===== src/rtl/ct_ifu_spsram_arb_pkg.sv =====
// ==========================================================================
// ct_ifu_spsram_arb_pkg : shared types and constants for the IFU SPSRAM arbiter
// Rev 1.0
// ==========================================================================
`default_nettype none

package ct_ifu_spsram_arb_pkg;

  localparam int ADDR_WIDTH      = 8;
  localparam int DATA_WIDTH      = 23;
  localparam int STARVE_MAX_DFLT = 4;

  typedef enum logic [0:0] {
    ST_INIT = 1'b0,
    ST_IDLE = 1'b1
  } arb_state_e;

  function automatic int starve_cnt_w(input int starve_max);
    return $clog2(starve_max + 1);
  endfunction

endpackage

`default_nettype wire


===== src/rtl/ct_ifu_spsram_arb_if.sv =====
// ==========================================================================
// ct_ifu_spsram_arb_if : requester + SRAM port bundle for ct_ifu_spsram_arb
// Rev 1.0
// ==========================================================================
`default_nettype none

interface ct_ifu_spsram_arb_if import ct_ifu_spsram_arb_pkg::*; ();

  logic                  flush_req;
  logic                  init_busy;
  logic                  rd_req;
  logic [ADDR_WIDTH-1:0] rd_idx;
  logic                  rd_gnt;
  logic                  rd_data_vld;
  logic [DATA_WIDTH-1:0] rd_data;
  logic                  wr_req;
  logic [ADDR_WIDTH-1:0] wr_idx;
  logic [DATA_WIDTH-1:0] wr_data;
  logic [DATA_WIDTH-1:0] wr_mask;
  logic                  wr_rdy;
  logic [ADDR_WIDTH-1:0] sram_a;
  logic                  sram_cen;
  logic                  sram_gwen;
  logic [DATA_WIDTH-1:0] sram_wen;
  logic [DATA_WIDTH-1:0] sram_d;
  logic [DATA_WIDTH-1:0] sram_q;

  modport slave (
    input  flush_req, rd_req, rd_idx, wr_req, wr_idx, wr_data, wr_mask, sram_q,
    output init_busy, rd_gnt, rd_data_vld, rd_data, wr_rdy,
           sram_a, sram_cen, sram_gwen, sram_wen, sram_d
  );

  modport master (
    output flush_req, rd_req, rd_idx, wr_req, wr_idx, wr_data, wr_mask, sram_q,
    input  init_busy, rd_gnt, rd_data_vld, rd_data, wr_rdy,
           sram_a, sram_cen, sram_gwen, sram_wen, sram_d
  );

endinterface

`default_nettype wire


===== src/rtl/ct_ifu_spsram_wbuf.sv =====
// ==========================================================================
// ct_ifu_spsram_wbuf : 1-entry write buffer, starve counter, read bypass
// Rev 1.0   (bypass merge under CT_IFU_SPSRAM_ARB_BYPASS_EN)
// ==========================================================================
`default_nettype none

module ct_ifu_spsram_wbuf import ct_ifu_spsram_arb_pkg::*; #(
  parameter int ADDR_W     = ADDR_WIDTH,
  parameter int DATA_W     = DATA_WIDTH,
  parameter int STARVE_MAX = STARVE_MAX_DFLT
) (
  input  logic              clk_i,
  input  logic              rst_i,
  input  logic              clear_i,
  input  logic              capture_i,
  input  logic              drain_i,
  input  logic [ADDR_W-1:0] cap_idx_i,
  input  logic [DATA_W-1:0] cap_data_i,
  input  logic [DATA_W-1:0] cap_mask_i,
  input  logic              rd_gnt_i,
  input  logic [ADDR_W-1:0] rd_idx_i,
  input  logic [DATA_W-1:0] sram_q_i,
  output logic              vld_o,
  output logic [ADDR_W-1:0] idx_o,
  output logic [DATA_W-1:0] data_o,
  output logic [DATA_W-1:0] mask_o,
  output logic              starved_o,
  output logic [DATA_W-1:0] rd_data_o
);

  localparam int              SW         = starve_cnt_w(STARVE_MAX);
  localparam logic [SW-1:0]   STARVE_LIM = SW'(STARVE_MAX);

  logic              vld_q;
  logic [ADDR_W-1:0] idx_q;
  logic [DATA_W-1:0] data_q;
  logic [DATA_W-1:0] mask_q;
  logic [SW-1:0]     starve_q;

  always_ff @(posedge clk_i) begin
    if (rst_i || clear_i || drain_i) begin
      vld_q <= 1'b0;
    end else if (capture_i) begin
      vld_q <= 1'b1;
    end
  end

  always_ff @(posedge clk_i) begin
    if (capture_i) begin
      idx_q  <= cap_idx_i;
      data_q <= cap_data_i;
      mask_q <= cap_mask_i;
    end
  end

  // Counts cycles a valid entry loses the port; saturates at the limit.
  always_ff @(posedge clk_i) begin
    if (rst_i || clear_i || drain_i) begin
      starve_q <= '0;
    end else if (vld_q && (starve_q != STARVE_LIM)) begin
      starve_q <= starve_q + SW'(1);
    end
  end

  assign vld_o     = vld_q;
  assign idx_o     = idx_q;
  assign data_o    = data_q;
  assign mask_o    = mask_q;
  assign starved_o = vld_q && (starve_q == STARVE_LIM);

`ifdef CT_IFU_SPSRAM_ARB_BYPASS_EN
  logic              cap_hit;
  logic              buf_hit;
  logic [DATA_W-1:0] byp_data_q;
  logic [DATA_W-1:0] byp_mask_q;

  // A write captured this cycle is newer than anything in the buffer.
  assign cap_hit = capture_i && (cap_idx_i == rd_idx_i);
  assign buf_hit = vld_q && !clear_i && (idx_q == rd_idx_i);

  always_ff @(posedge clk_i) begin
    if (rst_i) begin
      byp_mask_q <= '0;
      byp_data_q <= '0;
    end else if (rd_gnt_i) begin
      byp_mask_q <= cap_hit ? cap_mask_i : (buf_hit ? mask_q : '0);
      byp_data_q <= cap_hit ? cap_data_i : data_q;
    end
  end

  assign rd_data_o = (sram_q_i & ~byp_mask_q) | (byp_data_q & byp_mask_q);
`else
  logic unused_byp;
  assign unused_byp = ^{rd_gnt_i, rd_idx_i};
  assign rd_data_o  = sram_q_i;
`endif

endmodule

`default_nettype wire


===== src/rtl/ct_ifu_spsram_arb.sv =====
// ==========================================================================
// ct_ifu_spsram_arb : IFU 256x23 SPSRAM init sweep + read/write arbiter
// Rev 1.0   (optional read bypass: CT_IFU_SPSRAM_ARB_BYPASS_EN)
// ==========================================================================
`default_nettype none

module ct_ifu_spsram_arb import ct_ifu_spsram_arb_pkg::*; #(
  parameter logic [DATA_WIDTH-1:0] INIT_VAL   = '0,
  parameter int                    STARVE_MAX = STARVE_MAX_DFLT
) (
  input  logic                 forever_cpuclk,
  input  logic                 cpurst,
  ct_ifu_spsram_arb_if.slave   bus
);

  localparam logic [ADDR_WIDTH-1:0] INIT_LAST = '1;

  arb_state_e            state_q, state_d;
  logic [ADDR_WIDTH-1:0] init_cnt_q, init_cnt_d;
  logic                  rd_data_vld_q;

  logic                  init_busy, rd_gnt, wr_rdy;
  logic                  capture, drain;
  logic                  sram_cen, sram_gwen;
  logic [ADDR_WIDTH-1:0] sram_a;
  logic [DATA_WIDTH-1:0] sram_wen, sram_d;

  logic                  buf_vld, buf_starved;
  logic [ADDR_WIDTH-1:0] buf_idx;
  logic [DATA_WIDTH-1:0] buf_data, buf_mask, rd_data;

  always_ff @(posedge forever_cpuclk) begin
    if (cpurst) begin
      state_q       <= ST_INIT;
      init_cnt_q    <= '0;
      rd_data_vld_q <= 1'b0;
    end else begin
      state_q       <= state_d;
      init_cnt_q    <= init_cnt_d;
      rd_data_vld_q <= rd_gnt;
    end
  end

  always_comb begin
    state_d    = state_q;
    init_cnt_d = init_cnt_q;
    init_busy  = 1'b0;
    rd_gnt     = 1'b0;
    wr_rdy     = 1'b0;
    capture    = 1'b0;
    drain      = 1'b0;
    sram_cen   = 1'b1;
    sram_gwen  = 1'b0;
    sram_wen   = '0;
    sram_a     = '0;
    sram_d     = '0;
    if (cpurst) begin
      init_busy = 1'b1;
    end else begin
      case (state_q)
        ST_INIT: begin
          init_busy  = 1'b1;
          sram_cen   = 1'b0;
          sram_a     = init_cnt_q;
          sram_d     = INIT_VAL;
          init_cnt_d = init_cnt_q + ADDR_WIDTH'(1);
          if (init_cnt_q == INIT_LAST) begin
            state_d = ST_IDLE;
          end
        end
        ST_IDLE: begin
          wr_rdy = !buf_vld && !bus.flush_req;
          // A flush drops the pending write, so it is never drained that cycle.
          if (buf_starved && !bus.flush_req) begin
            drain = 1'b1;
          end else if (bus.rd_req) begin
            rd_gnt    = 1'b1;
            sram_cen  = 1'b0;
            sram_gwen = 1'b1;
            sram_wen  = '1;
            sram_a    = bus.rd_idx;
            capture   = bus.wr_req && wr_rdy;
          end else if (buf_vld && !bus.flush_req) begin
            drain = 1'b1;
          end else if (bus.wr_req && wr_rdy) begin
            sram_cen = 1'b0;
            sram_wen = ~bus.wr_mask;
            sram_d   = bus.wr_data;
            sram_a   = bus.wr_idx;
          end
          if (drain) begin
            sram_cen = 1'b0;
            sram_wen = ~buf_mask;
            sram_d   = buf_data;
            sram_a   = buf_idx;
          end
        end
        default: begin
          state_d = ST_INIT;
        end
      endcase
      if (bus.flush_req) begin
        state_d    = ST_INIT;
        init_cnt_d = '0;
      end
    end
  end

  ct_ifu_spsram_wbuf #(
    .ADDR_W     (ADDR_WIDTH),
    .DATA_W     (DATA_WIDTH),
    .STARVE_MAX (STARVE_MAX)
  ) u_wbuf (
    .clk_i      (forever_cpuclk),
    .rst_i      (cpurst),
    .clear_i    (bus.flush_req),
    .capture_i  (capture),
    .drain_i    (drain),
    .cap_idx_i  (bus.wr_idx),
    .cap_data_i (bus.wr_data),
    .cap_mask_i (bus.wr_mask),
    .rd_gnt_i   (rd_gnt),
    .rd_idx_i   (bus.rd_idx),
    .sram_q_i   (bus.sram_q),
    .vld_o      (buf_vld),
    .idx_o      (buf_idx),
    .data_o     (buf_data),
    .mask_o     (buf_mask),
    .starved_o  (buf_starved),
    .rd_data_o  (rd_data)
  );

  assign bus.init_busy   = init_busy;
  assign bus.rd_gnt      = rd_gnt;
  assign bus.wr_rdy      = wr_rdy;
  assign bus.rd_data_vld = rd_data_vld_q;
  assign bus.rd_data     = rd_data;
  assign bus.sram_cen    = sram_cen;
  assign bus.sram_gwen   = sram_gwen;
  assign bus.sram_wen    = sram_wen;
  assign bus.sram_a      = sram_a;
  assign bus.sram_d      = sram_d;

endmodule

`default_nettype wire


===== src/flat_wrapper.sv =====
// flat-port wrapper written by rule: the top's interface ports become plain ports
module ct_ifu_spsram_arb_flat import ct_ifu_spsram_arb_pkg::*;
#(
  parameter logic [DATA_WIDTH-1:0] INIT_VAL   = '0,
  parameter int                    STARVE_MAX = STARVE_MAX_DFLT
)
  (forever_cpuclk, cpurst, bus_flush_req, bus_rd_req, bus_rd_idx, bus_wr_req, bus_wr_idx, bus_wr_data, bus_wr_mask, bus_sram_q, bus_init_busy, bus_rd_gnt, bus_rd_data_vld, bus_rd_data, bus_wr_rdy, bus_sram_a, bus_sram_cen, bus_sram_gwen, bus_sram_wen, bus_sram_d);
  ct_ifu_spsram_arb_if bus_i ();
  input  logic forever_cpuclk;
  input  logic cpurst;
  input wire logic [$bits(bus_i.flush_req)-1:0] bus_flush_req;
  input wire logic [$bits(bus_i.rd_req)-1:0] bus_rd_req;
  input wire logic [$bits(bus_i.rd_idx)-1:0] bus_rd_idx;
  input wire logic [$bits(bus_i.wr_req)-1:0] bus_wr_req;
  input wire logic [$bits(bus_i.wr_idx)-1:0] bus_wr_idx;
  input wire logic [$bits(bus_i.wr_data)-1:0] bus_wr_data;
  input wire logic [$bits(bus_i.wr_mask)-1:0] bus_wr_mask;
  input wire logic [$bits(bus_i.sram_q)-1:0] bus_sram_q;
  output wire logic [$bits(bus_i.init_busy)-1:0] bus_init_busy;
  output wire logic [$bits(bus_i.rd_gnt)-1:0] bus_rd_gnt;
  output wire logic [$bits(bus_i.rd_data_vld)-1:0] bus_rd_data_vld;
  output wire logic [$bits(bus_i.rd_data)-1:0] bus_rd_data;
  output wire logic [$bits(bus_i.wr_rdy)-1:0] bus_wr_rdy;
  output wire logic [$bits(bus_i.sram_a)-1:0] bus_sram_a;
  output wire logic [$bits(bus_i.sram_cen)-1:0] bus_sram_cen;
  output wire logic [$bits(bus_i.sram_gwen)-1:0] bus_sram_gwen;
  output wire logic [$bits(bus_i.sram_wen)-1:0] bus_sram_wen;
  output wire logic [$bits(bus_i.sram_d)-1:0] bus_sram_d;
  assign bus_i.flush_req = bus_flush_req;
  assign bus_i.rd_req = bus_rd_req;
  assign bus_i.rd_idx = bus_rd_idx;
  assign bus_i.wr_req = bus_wr_req;
  assign bus_i.wr_idx = bus_wr_idx;
  assign bus_i.wr_data = bus_wr_data;
  assign bus_i.wr_mask = bus_wr_mask;
  assign bus_i.sram_q = bus_sram_q;
  assign bus_init_busy = bus_i.init_busy;
  assign bus_rd_gnt = bus_i.rd_gnt;
  assign bus_rd_data_vld = bus_i.rd_data_vld;
  assign bus_rd_data = bus_i.rd_data;
  assign bus_wr_rdy = bus_i.wr_rdy;
  assign bus_sram_a = bus_i.sram_a;
  assign bus_sram_cen = bus_i.sram_cen;
  assign bus_sram_gwen = bus_i.sram_gwen;
  assign bus_sram_wen = bus_i.sram_wen;
  assign bus_sram_d = bus_i.sram_d;
  ct_ifu_spsram_arb #(.INIT_VAL(INIT_VAL), .STARVE_MAX(STARVE_MAX)) u_core (.forever_cpuclk(forever_cpuclk), .cpurst(cpurst), .bus(bus_i));
endmodule

===== config.mk =====
export PLATFORM = sky130hd
export DESIGN_NAME = ct_ifu_spsram_arb_flat
export DESIGN_NICKNAME = d
export VERILOG_FILES = /design/src/rtl/ct_ifu_spsram_arb_pkg.sv /design/src/rtl/ct_ifu_spsram_arb_if.sv /design/src/rtl/ct_ifu_spsram_wbuf.sv /design/src/rtl/ct_ifu_spsram_arb.sv /design/src/flat_wrapper.sv
export SDC_FILE = /design/constraint.sdc
export NUM_CORES = 1
export LEC_CHECK = 0
export BUFFER_PORTS_ARGS = -buffer_cell sky130_fd_sc_hd__buf_2
export CORE_MARGIN = 2
export CORE_UTILIZATION = 47
export DETAILED_ROUTE_END_ITERATION = 6
export PLACE_DENSITY = 0.81
export SLEW_MARGIN = 20
export SYNTH_ARGS = -nofsm -noshare
export SYNTH_HDL_FRONTEND = slang
export SYNTH_HIERARCHICAL = 1
export SYNTH_SLANG_ARGS = --single-unit

===== constraint.sdc =====
create_clock -name forever_cpuclk -period 6.1 [get_ports forever_cpuclk]
set_clock_uncertainty 0.15 [all_clocks]
set_input_delay 0.61 -clock forever_cpuclk [delete_from_list [all_inputs] [get_ports forever_cpuclk]]
set_output_delay 0.61 -clock forever_cpuclk [all_outputs]
set_load 0.02 [all_outputs]

==> impl_metrics.ini <==
[global_routing]
antenna_found_initial = 0
largest_net_degree_at_the_start_of_global_routing = 52
globalRouteTotalUtil_pct = 20.5
global_route_overflow = 0
vias_in_the_first_global_route = 2883
grt_first_pass_wirelength_um = 13800

[cts]
tritoncts.num_buffers = 9
ctsRootBufferMaster = sky130_fd_sc_hd__clkbuf_8
clock_insertion_delay_worst_skew_ns = 0.34
cts_post_setup_buffers_inserted = 0
ctsLongestPathBuffers = 2
post_cts.resized_instances = 0
tritoncts = built
htree_num_levels = 3
post_cts_hold_buffer_count = 0
cts_num_sinks = 68
worst_setup_hold_path_clk_slew_ns = 0.08

[routing]
dr_vias = 3017
drt_pass1_iterations = 5
post_drt_wl_per_cell_um = 15.8
antenna_violating_nets_post_route = 0
post-route-drc-count = 0
drtIter0Drc = 193
routed_via_density = 5.52
finalWirelength_um = 8660

[job]
maxCapViolations = 0

[logic_synthesis]
synth_edf_count = 54
synth_top_cell_area_share_pct = 44.4
share_of_the_synthesized_area_in_compound_gates_ao_oa_aoi_oai_pct = 15.1
adder_and_majority_gate_portion_of_the_synthesized_area_pct = 1.03
synth_xor_area_share_pct = 1.44
syn-mean-instance-area_sq_um = 10.3
ys_warn_count = 6
main_combinational_cell_family_by_area_after_synthesis = simple AND/OR/NAND/NOR gates
yosys.area.top_type = sky130_fd_sc_hd__edfxtp_1
syn-instance-count = 353
synth_top_flop_cell = sky130_fd_sc_hd__edfxtp_1
post-synth-top-count-cell = sky130_fd_sc_hd__edfxtp_1
netlist-cell-type-count = 48
synth-simple-area-share_pct = 18.6
post_synth_instance_area_sq_um = 3650
synth_nets = 446
asyncSetResetFlopFracSynth_pct = 0
synth_seq_cells = 68
synth_top_cells_by_count = sky130_fd_sc_hd__edfxtp_1 (54), sky130_fd_sc_hd__nor2_1 (36), sky130_fd_sc_hd__nand2_1 (28)
yosysSeqAreaShare_pct = 52.1
muxShareOfSynthArea_pct = 0.891
synth.area.top_cells = sky130_fd_sc_hd__edfxtp_1 (44%), sky130_fd_sc_hd__dfxtp_1 (7.7%), sky130_fd_sc_hd__buf_4 (5.3%)

[sta]
timing.fmax_ghz = 0.263
max-slew-margin-rel_pct = 26.8
unrepaired_setup_endpoints_after_global_routing = false
worst_setup_margin_ns = 2.29
timing.final.setup_violations = 0
layout_worst_path_cycle_share_pct = 62.4
finalHoldViolations = 0
setup_tns_ns = 0
hold_slack_ns = 0.301
final.min_clock_period_ns = 3.81
worstMarginPinSlew_ns = 1.10
final_max_slew_viol_count = 0

[layout]
areaGrowthSynthToFinish_pct = 18.1
layout.cells.non_filler = 547
layout_cell_share_with_drive_strength_beyond_1_pct = 35.7
nNetsFinal = 533
antenna_cells = 0

[placement]
pre_cts_slack_ns = 2.26
globalplace.congestion = 0.768
post-dp-hpwl_um = 5880
dp_cells = 531
io_buffer_count = 126

[setup_path]
critPathMaxFanout = 44
start_kind = primary input
startpoint_to_endpoint_class_of_the_critical_path = in2out
setup.worst_path.end_class = output port
worst_ep_arrival_time_ns = 3.05
data_required_time_of_the_worst_path_ns = 5.34

[floorplanning]
dieArea_sq_um = 8490
fp-row-count = 32
die_height_um = 92.1
fp.dieW_um = 92.1
start_util_pct = 48.0
floorplan.core_area_sq_um = 7610
ioPinCount = 173

[status]
run_status = finished clean

[power]
irDropWorstVdd_mv = 0.109
power.static_leakage_uw = 0.00164
power.density_nw_per_um2 = 233

[worst_hold_path]
holdCritPathClass = in2reg
[stage by stage]
stage | instance area, sq um | power (uW) | utilization [%]
floorplan | 3650 | 564 | -
global placement | 4060 | 570 | 53.4
detailed placement | 4060 | 572 | 53.4
CTS | 4300 | 1010 | 56.5
global route | 4310 | 1040 | 56.6
finish | 4310 | 1000 | 56.6
[report_power, final]
group / internal, uW / switching [uW] / total (uW) / leakage [uW]
sequential: 500 / 0.973 / 501 / 0.000598
clock: 270 / 170 / 440 / 0.000117
combinational: 26.8 / 34.8 / 61.6 / 0.000925
total: 796 / 206 / 1000 / 0.00164
[logic make-up after synthesis]
kind of cell | count (synthesis)
buf+inv | 58
flops | 68
mux | 3
fa+ha+maj | 3
simple gates | 138
compound gates | 77
xor+xnor | 6
[cells in the final DEF (no fill, tap or decap), types with 2 or more instances in the layout]
cell type                   instances
sky130_fd_sc_hd__a22oi_1            7
sky130_fd_sc_hd__xnor2_1            4
sky130_fd_sc_hd__a21oi_1           26
sky130_fd_sc_hd__inv_1              4
sky130_fd_sc_hd__clkinv_1           2
sky130_fd_sc_hd__ha_1               3
sky130_fd_sc_hd__bufinv_16          3
sky130_fd_sc_hd__nand2_1           28
sky130_fd_sc_hd__clkbuf_8           9
sky130_fd_sc_hd__nor2_1            36
sky130_fd_sc_hd__a32oi_1            6
sky130_fd_sc_hd__nor3_1            27
sky130_fd_sc_hd__buf_4              3
sky130_fd_sc_hd__nor2b_1            3
sky130_fd_sc_hd__o21ba_2            2
sky130_fd_sc_hd__xor2_1             2
sky130_fd_sc_hd__a211oi_1          19
sky130_fd_sc_hd__buf_2            126
sky130_fd_sc_hd__edfxtp_1          54
sky130_fd_sc_hd__mux2_1             2
sky130_fd_sc_hd__nand3_1           25
sky130_fd_sc_hd__dfxtp_1           14
sky130_fd_sc_hd__nor4_1             2
sky130_fd_sc_hd__nor4b_1            3
sky130_fd_sc_hd__a211oi_2           4
sky130_fd_sc_hd__o21ai_1            6
[metal layers]
metal	GRT usage, %	vias to the layer above	wire [um]
li1	-	1457	-
met1	26.8	1434	3760
met2	32.8	106	4250
met3	3.78	20	461
met4	10.4	0	195
met5	0	-	0
[state kept, by name, summed over array words and instances (netlist names)]
| register | cells |
|---|---|
| u_core/u_wbuf/data_o | 23 |
| u_core/u_wbuf/mask_o | 23 |
| u_core/init_cnt_q | 8 |
| u_core/u_wbuf/idx_o | 8 |
| u_core/u_wbuf/starve_q | 3 |
| u_core/bus.rd_data_vld | 1 |
| u_core/state_q | 1 |
| u_core/u_wbuf/vld_o | 1 |
[critical path, stage by stage]
cell and delay, ns:
sky130_fd_sc_hd__buf_2 0.33, sky130_fd_sc_hd__nor2b_2 0.28, sky130_fd_sc_hd__o21ba_2 0.78, sky130_fd_sc_hd__buf_4 0.47, sky130_fd_sc_hd__nor3_1 0.10, sky130_fd_sc_hd__a211oi_1 0.22, sky130_fd_sc_hd__buf_2 0.21
[worst paths after layout]
path	startpoint	to	slack [ns]	cells after the start
worst max-delay path	bus_rd_req	bus_sram_wen[0]	2.29	7
worst min-delay path	bus_wr_mask[11]	u_core/u_wbuf/mask_o[11]	0.30	1
worst max register to register	u_core/state_q	u_core/u_wbuf/idx_o[0]	2.60	6
worst min register to register	u_core/init_cnt_q[4]	u_core/init_cnt_q[4]	0.40	2
[layout make-up]
type | count | area, sq um
fill | 681 | 3300
sequential | 68 | 1900
multi-input combinational | 227 | 1370
timing repair buffer | 129 | 653
tap | 102 | 128
clock buffer | 9 | 124
clock inverter | 7 | 115
inverter | 5 | 18.8
No activity file was read; power rests on OpenSTA's default activity.
